===== config.mk =====
export PLATFORM = sky130hd
export DESIGN_NAME = tlb_set_assoc_array
export DESIGN_NICKNAME = d
export VERILOG_FILES = /design/src/rtl/tlb_set_assoc_array.sv
export SDC_FILE = /design/constraint.sdc
export NUM_CORES = 2
export LEC_CHECK = 0
export CORE_MARGIN = 3
export CORE_UTILIZATION = 40
export CTS_BUF_LIST = sky130_fd_sc_hd__clkbuf_8 sky130_fd_sc_hd__clkbuf_16
export CTS_CLUSTER_SIZE = 8
export DETAILED_ROUTE_END_ITERATION = 12
export PLACE_DENSITY = 0.56
export SYNTH_ARGS = -nofsm -noshare
export SYNTH_HDL_FRONTEND = slang
export SYNTH_SLANG_ARGS = --single-unit

===== constraint.sdc =====
create_clock -name clk -period 14 [get_ports clk]
set_input_delay 2.8 -clock clk [delete_from_list [all_inputs] [get_ports clk]]
set_output_delay 2.8 -clock clk [all_outputs]
set_load 0.01 [all_outputs]

===== src/rtl/tlb_set_assoc_array.sv =====
// Set-associative TLB storage array.
// Registered single-cycle lookup with hit data and replacement victim, true-LRU
// rank ages per set, a fill port, single-entry invalidate and a flush-all walker
// that clears one set per cycle.
module tlb_set_assoc_array #(
    parameter int NUM_SETS  = 16,
    parameter int NUM_WAYS  = 4,
    parameter int VPN_BITS  = 20,
    parameter int PPN_BITS  = 20,
    parameter int PERM_BITS = 2,
    // Derived geometry; leave at their defaults.
    parameter int SET_BITS  = $clog2(NUM_SETS),
    parameter int WAY_BITS  = $clog2(NUM_WAYS)
) (
    input  logic                 clk,
    input  logic                 rst,

    input  logic                 lk_req,
    input  logic [VPN_BITS-1:0]  lk_vpn,
    output logic                 lk_ready,
    output logic                 lk_rsp_valid,
    output logic                 lk_hit,
    output logic [WAY_BITS-1:0]  lk_way,
    output logic [PPN_BITS-1:0]  lk_ppn,
    output logic [PERM_BITS-1:0] lk_perms,
    output logic [WAY_BITS-1:0]  lk_victim_way,

    input  logic                 fill_en,
    input  logic [VPN_BITS-1:0]  fill_vpn,
    input  logic [WAY_BITS-1:0]  fill_way,
    input  logic [PPN_BITS-1:0]  fill_ppn,
    input  logic [PERM_BITS-1:0] fill_perms,

    input  logic                 inv_en,
    input  logic [VPN_BITS-1:0]  inv_vpn,

    input  logic                 flush_req,
    output logic                 flush_busy,
    output logic                 flush_done
);

    localparam logic [WAY_BITS-1:0] AGE_LRU  = WAY_BITS'(NUM_WAYS - 1);
    localparam logic [WAY_BITS-1:0] AGE_ONE  = WAY_BITS'(1);
    localparam logic [SET_BITS-1:0] LAST_SET = SET_BITS'(NUM_SETS - 1);
    localparam logic [SET_BITS-1:0] SET_ONE  = SET_BITS'(1);

    typedef enum logic {
        ST_IDLE,
        ST_WALK
    } flush_state_e;

    // Entry storage. Only valid and age carry reset state.
    logic [NUM_WAYS-1:0]  valid_q   [NUM_SETS];
    logic [WAY_BITS-1:0]  age_q     [NUM_SETS][NUM_WAYS];
    logic [VPN_BITS-1:0]  vpn_mem   [NUM_SETS][NUM_WAYS];
    logic [PPN_BITS-1:0]  ppn_mem   [NUM_SETS][NUM_WAYS];
    logic [PERM_BITS-1:0] perms_mem [NUM_SETS][NUM_WAYS];

    flush_state_e         state_q;
    logic [SET_BITS-1:0]  ptr_q;

    logic [SET_BITS-1:0]  lk_set;
    logic [SET_BITS-1:0]  fill_set;
    logic [SET_BITS-1:0]  inv_set;

    logic                 lk_acc;
    logic                 fill_act;
    logic                 inv_any;
    logic                 inv_act;
    logic                 touch_act;
    logic                 walking;

    logic                 hit_c;
    logic [WAY_BITS-1:0]  way_c;
    logic [PPN_BITS-1:0]  ppn_c;
    logic [PERM_BITS-1:0] perms_c;
    logic [WAY_BITS-1:0]  victim_c;
    logic [NUM_WAYS-1:0]  inv_match;

    logic [WAY_BITS-1:0]  fill_pivot;
    logic [WAY_BITS-1:0]  lk_pivot;

    assign lk_set   = lk_vpn[SET_BITS-1:0];
    assign fill_set = fill_vpn[SET_BITS-1:0];
    assign inv_set  = inv_vpn[SET_BITS-1:0];

    assign walking  = (state_q == ST_WALK);
    assign lk_ready = !flush_busy;
    assign lk_acc   = lk_req && lk_ready;

    // Fill beats invalidate in the same set; either one suppresses a lookup touch
    // of that set so the LRU ranks stay a permutation.
    assign fill_act  = fill_en && !flush_busy;
    assign inv_any   = inv_en && !flush_busy;
    assign inv_act   = inv_any && !(fill_act && (fill_set == inv_set));
    assign touch_act = lk_acc && hit_c
                     && !(fill_act && (fill_set == lk_set))
                     && !(inv_any && (inv_set == lk_set));

    assign fill_pivot = age_q[fill_set][fill_way];
    assign lk_pivot   = age_q[lk_set][way_c];

    // New age of one way when the way owning rank 'pivot' becomes MRU.
    function automatic logic [WAY_BITS-1:0] touched_age(
        input logic [WAY_BITS-1:0] cur,
        input logic [WAY_BITS-1:0] pivot,
        input logic                is_target
    );
        if (is_target)        return '0;
        else if (cur < pivot) return cur + AGE_ONE;
        else                  return cur;
    endfunction

    // Tag compare, hit select (lowest way wins) and victim choice for the lookup set.
    always_comb begin
        // NOTE: every output of this block gets a default first, so no path can
        // leave one unassigned and infer a latch.
        hit_c    = 1'b0;
        way_c    = '0;
        ppn_c    = '0;
        perms_c  = '0;
        victim_c = '0;
        // Descending scans let the lowest matching index overwrite the others.
        for (int w = NUM_WAYS - 1; w >= 0; w--) begin
            if (age_q[lk_set][w] == AGE_LRU) victim_c = WAY_BITS'(w);
        end
        for (int w = NUM_WAYS - 1; w >= 0; w--) begin
            if (!valid_q[lk_set][w]) victim_c = WAY_BITS'(w);
        end
        for (int w = NUM_WAYS - 1; w >= 0; w--) begin
            if (valid_q[lk_set][w] && (vpn_mem[lk_set][w] == lk_vpn)) begin
                hit_c   = 1'b1;
                way_c   = WAY_BITS'(w);
                ppn_c   = ppn_mem[lk_set][w];
                perms_c = perms_mem[lk_set][w];
            end
        end
    end

    // Ways of the invalidate set whose stored VPN matches.
    always_comb begin
        inv_match = '0;
        for (int w = 0; w < NUM_WAYS; w++) begin
            inv_match[w] = valid_q[inv_set][w] && (vpn_mem[inv_set][w] == inv_vpn);
        end
    end

    // Valid bits and LRU ranks: flush walk, fill, invalidate and lookup touch.
    always_ff @(posedge clk) begin
        // NOTE: state is updated with non-blocking assignments so every read in
        // this cycle sees the pre-edge value regardless of statement order.
        if (rst) begin
            for (int s = 0; s < NUM_SETS; s++) begin
                valid_q[s] <= '0;
                for (int w = 0; w < NUM_WAYS; w++) begin
                    age_q[s][w] <= WAY_BITS'(w);
                end
            end
        end else begin
            if (walking) valid_q[ptr_q] <= '0;
            if (fill_act) valid_q[fill_set][fill_way] <= 1'b1;
            if (inv_act) begin
                for (int w = 0; w < NUM_WAYS; w++) begin
                    if (inv_match[w]) valid_q[inv_set][w] <= 1'b0;
                end
            end
            for (int w = 0; w < NUM_WAYS; w++) begin
                if (fill_act) begin
                    age_q[fill_set][w] <= touched_age(age_q[fill_set][w], fill_pivot,
                                                      fill_way == WAY_BITS'(w));
                end
                if (touch_act) begin
                    age_q[lk_set][w] <= touched_age(age_q[lk_set][w], lk_pivot,
                                                    way_c == WAY_BITS'(w));
                end
            end
        end
    end

    // Entry payload written on fill.
    always_ff @(posedge clk) begin
        // NOTE: payload arrays are not reset; a valid bit guards every read, so
        // clearing them would only cost reset fan-out.
        if (fill_act) begin
            vpn_mem[fill_set][fill_way]   <= fill_vpn;
            ppn_mem[fill_set][fill_way]   <= fill_ppn;
            perms_mem[fill_set][fill_way] <= fill_perms;
        end
    end

    // Lookup response registers; data holds between accepted lookups.
    always_ff @(posedge clk) begin
        if (rst) begin
            lk_rsp_valid  <= 1'b0;
            lk_hit        <= 1'b0;
            lk_way        <= '0;
            lk_ppn        <= '0;
            lk_perms      <= '0;
            lk_victim_way <= '0;
        end else if (lk_acc) begin
            lk_rsp_valid  <= 1'b1;
            lk_hit        <= hit_c;
            lk_way        <= way_c;
            lk_ppn        <= ppn_c;
            lk_perms      <= perms_c;
            lk_victim_way <= victim_c;
        end else begin
            lk_rsp_valid  <= 1'b0;
        end
    end

    // Flush walker: one set per cycle, done pulse on the last set.
    always_ff @(posedge clk) begin
        if (rst) begin
            state_q    <= ST_IDLE;
            ptr_q      <= '0;
            flush_busy <= 1'b0;
            flush_done <= 1'b0;
        end else begin
            case (state_q)
                ST_IDLE: begin
                    flush_done <= 1'b0;
                    if (flush_req) begin
                        state_q    <= ST_WALK;
                        ptr_q      <= '0;
                        flush_busy <= 1'b1;
                    end
                end
                ST_WALK: begin
                    if (ptr_q == LAST_SET) begin
                        state_q    <= ST_IDLE;
                        flush_busy <= 1'b0;
                        flush_done <= 1'b0;
                    end else begin
                        ptr_q      <= ptr_q + SET_ONE;
                        flush_done <= ((ptr_q + SET_ONE) == LAST_SET);
                    end
                end
                default: begin
                    state_q    <= ST_IDLE;
                    flush_busy <= 1'b0;
                    flush_done <= 1'b0;
                end
            endcase
        end
    end

endmodule


==> summary.txt <==
Status
  – Outcome: completed

Worst hold path
  – Endpoint, Worst Hold: lk_ppn[4]$_SDFFE_PP0P_
  – Worst Hold Path Cells: 2
  – Hold Path Origin: lk_ppn[4]$_SDFFE_PP0P_
  – Hold Path Class: reg2reg

Global routing
  – Initial antenna violation count: 26
  – Total global routing track utilization: 25.3%
  – Largest net degree at the start of global routing: 152
  – Global-route wire length before repair: 575000 um
  – Remaining Overflow, GRT: 0
  – Vias in the first global route: 71500

Synth
  – YS warnings: 0
  – Main flop type after synthesis: edfxtp_1
  – Number of synthesized flops with an enable pin: 2816
  – Post-Syn Area: 127000 sq um
  – Sequential area share after synthesis: 68.1%
  – Post-synthesis mux area share: 22.6%
  – Compound-cell area share of the yosys netlist: 2.95%
  – Share of the synthesized area in the top cell type: 66.6%
  – Syn Inst Count: 6439
  – Yosys cell types: 93
  – Mean Syn Cell Area: 19.7 sq um
  – Post-synthesis simple-gate area fraction: 3.27%
  – Register bit total from synthesis: 2915
  – Syn nets: 6541
  – Dominant cell type by area after synthesis: edfxtp_1
  – Synth area leaders: edfxtp_1, mux4_2, mux2i_1, dfxtp_1, nor2_1
  – Adder-cell share of the synthesized area: 0.126%
  – Xor and xnor area share after synthesis: 1.11%
  – Synth async-reset ratio: 0%
  – Main combinational cell family by area after synthesis: multiplexers

Route
  – Via count: 70800
  – DR iter-0 viols: 10100
  – Final ANT Viol Nets: 0
  – Drt pass-1 iters: 8
  – DR WL/cell: 37.5 um
  – WL final: 414000 um
  – DRC: 0
  – Drt via density: 6.42

Clock network
  – Post-CTS Setup Bufs: 0
  – Worst-path clk slew: 0.06 ns
  – CTS Root Cell: clkbuf_16
  – Worst-Skew Late Latency: 0.93 ns
  – CTS tree: built
  – H-tree depth: 5
  – CTS max path bufs: 4
  – Sinks on Clock Net: 2915
  – PostCTS Resize Cnt: 0
  – Cts bufs inserted: 408
  – Post-CTS Hold Buffers: 0

Critical path
  – CP delay by family, top: compound AO/OA/AOI/OAI gates
  – CP arrival: 9.55 ns
  – Critical Path End Type: register
  – Worst stage delay on the critical path: 0.78 ns
  – Reg2reg setup slack: 8.24 ns
  – FF-to-FF End: age_q[15][2]$_DFFE_PP_
  – Most used cell, CP: o21ai_2
  – Crit-path slowest cell: a211oi_1
  – R2r startpoint: vpn_mem[9][5]$_DFFE_PP_
  – Worst path required time: 14.58 ns
  – Critical path buffer and inverter count: 4
  – Crit Path Class: in2reg
  – CP max FO: 60
  – R2R cell count: 14
  – Critical Path Start Type: primary input
  – CP Cell Sequence: buf_8 > buf_4 > inv_8 > buf_12 > mux2i_1 > xnor2_1 > nand2_1 > or4bb_1 > a211oi_1 > a2111oi_0 > o311ai_1 > o21ai_2 > a21o_2 > o21a_1 > o21ai_2 > o22ai_1

Timing
  – Highest Clock Rate: 0.111 GHz
  – Clock skew: 0.0947 ns
  – Unrepaired setup endpoints after global routing: no
  – Worst setup margin: 5.02 ns
  – Final setup violation count: 0
  – Count of final hold-check violations: 0
  – Worst Tran Pin Value: 1.39 ns
  – Fin crit period: 8.98 ns
  – Slew headroom: 6.98%
  – Post-route setup TNS: 0 ns
  – Tcrit/Tclk final: 64.1%
  – Max-slew violations: 0

Placement
  – Gpl congestion: 0.895
  – Pre-CTS setup slack: 4.22 ns
  – IO buf count: 120
  – Area after DPL: 133000 sq um
  – Post-DP HPWL: 246000 um

Layout
  – Final core utilization: 45.8%
  – FILL cells: 26500
  – Commonest cells after routing, fill and taps aside: edfxtp_1, mux4_2, clkbuf_16
  – Layout cells sized above 1: 29.2%
  – Post-route cell area: 144000 sq um
  – Area Overhead vs Synth: 13.7%
  – Nets: 6851
  – Commonest non-fill, non-tap cell in the layout: edfxtp_1

Power and ir drop
  – Total power density per cell area: 136 nW/um^2
  – Leakage: 44.9 nW
  – Peak VDD IR: 0.000106 V

Floorplanning
  – Height of the die: 569 um
  – Horiz. Die Dim: 569 um
  – Die ar.: 324000 sq um
  – Rows: 206
  – Initial Utilization: 40.3%
  – Core Region: 315000 sq um
  – I/O pin count: 121

Run
  – Max-Cap Viols: 0
[per-layer routing]
layer  GRT usage (%)  part of all wire (%)  routed length [um]  vias to the layer above
met5               0                 0.015                  63                        -
met4            9.01                   4.0               16600                       10
met3            4.61                   8.8               36600                      749
met2            41.0                    48              200000                     3902
met1            34.3                    39              161000                    38500
li1                -                     -                   -                    27700
[worst min-delay path, stage by stage (launching register included)]
cell     delay (ns)
dfxtp_1        0.31
nand2_1        0.05
a21oi_1        0.05
[flip-flops by register name, indices dropped and copies added, names as in the netlist, 4 cells and up]
signal and flops:
valid_q 64, ptr_q 4, vpn_mem 1280, perms_mem 128
lk_ppn 20, age_q 128, ppn_mem 1280
[final cells by class]
cell class | count | area (sq um) | share of cell area, %
Sequential cell | 2915 | 86500 | 59.9
Multi-Input combinational cell | 3050 | 38800 | 26.8
Clock inverter | 115 | 709 | 0.491
Timing Repair Buffer | 341 | 2790 | 1.93
Inverter | 33 | 134 | 0.0927
Clock buffer | 412 | 10300 | 7.13
Tap cell | 4160 | 5200 | 3.60
Antenna cell | 13 | 32.5 | 0.0225
[power by group]
group	total, W	leakage, nW	switching [W]	internal [W]
registers	0.00963	26.1	0.0000149	0.00962
clock network	0.00877	5.73	0.00356	0.00521
logic	0.00131	13.1	0.000829	0.000486
[synth_stat cells, types with 14 or more instances]
library cell,number
mux4_2,1173
edfxtp_1,2816
a22oi_1,25
buf_4,20
mux2i_1,214
nand3_1,86
o211ai_1,23
buf_2,86
nor3_1,95
clkbuf_1,198
inv_1,22
mux2_2,16
xor2_1,56
dfxtp_1,99
a31oi_1,52
a211oi_1,17
o21ai_1,15
o22ai_1,80
nor2_1,290
xnor2_1,105
a221oi_1,14
nand4_1,21
o21ai_0,74
nand2_1,245
a21oi_1,147
nor4_1,22
nand2b_1,44
buf_6,27
buf_1,103
nor2b_1,39
[logic make-up (layout without fill, tap and decap cells)]
kind of cell | after synthesis | count (layout)
buffers and inverters | 474 | 901
other | 0 | 13
AO/OA/AOI/OAI | 569 | 569
flip-flops | 2915 | 2915
adder cells (fa/ha/maj) | 13 | 13
AND/OR/NAND/NOR | 904 | 904
XOR/XNOR | 161 | 161
multiplexers | 1403 | 1403
[through the flow]
step           instances  power, W  hold WS, ns
2_1_floorplan       6439    0.0106        0.476
3_3_place_gp       10500    0.0111        0.443
3_5_place_dp       10500    0.0111        0.448
4_1_cts            11000    0.0199        0.459
5_1_grt            11000    0.0203        0.478
6_report           11000    0.0197        0.458
[worst max-delay path by stage]
| stage | slack (ns) | start | cells after the start | endpoint |
|---|---|---|---|---|
| 4_1_cts | 5.14 | lk_vpn[3] | 17 | age_q[15][2]$_DFFE_PP_ |
| 3_3_place_gp | 4.19 | lk_vpn[3] | 17 | age_q[15][2]$_DFFE_PP_ |
| 5_1_grt | 4.84 | lk_vpn[3] | 17 | age_q[8][2]$_DFFE_PP_ |
| 2_1_floorplan | 6.66 | fill_vpn[0] | 14 | age_q[11][0]$_DFFE_PP_ |
| 6_report | 5.02 | lk_vpn[3] | 16 | age_q[10][5]$_DFFE_PP_ |
| 3_5_place_dp | 4.22 | lk_vpn[3] | 17 | age_q[15][2]$_DFFE_PP_ |
No activity file was read; power rests on OpenSTA's default activity.
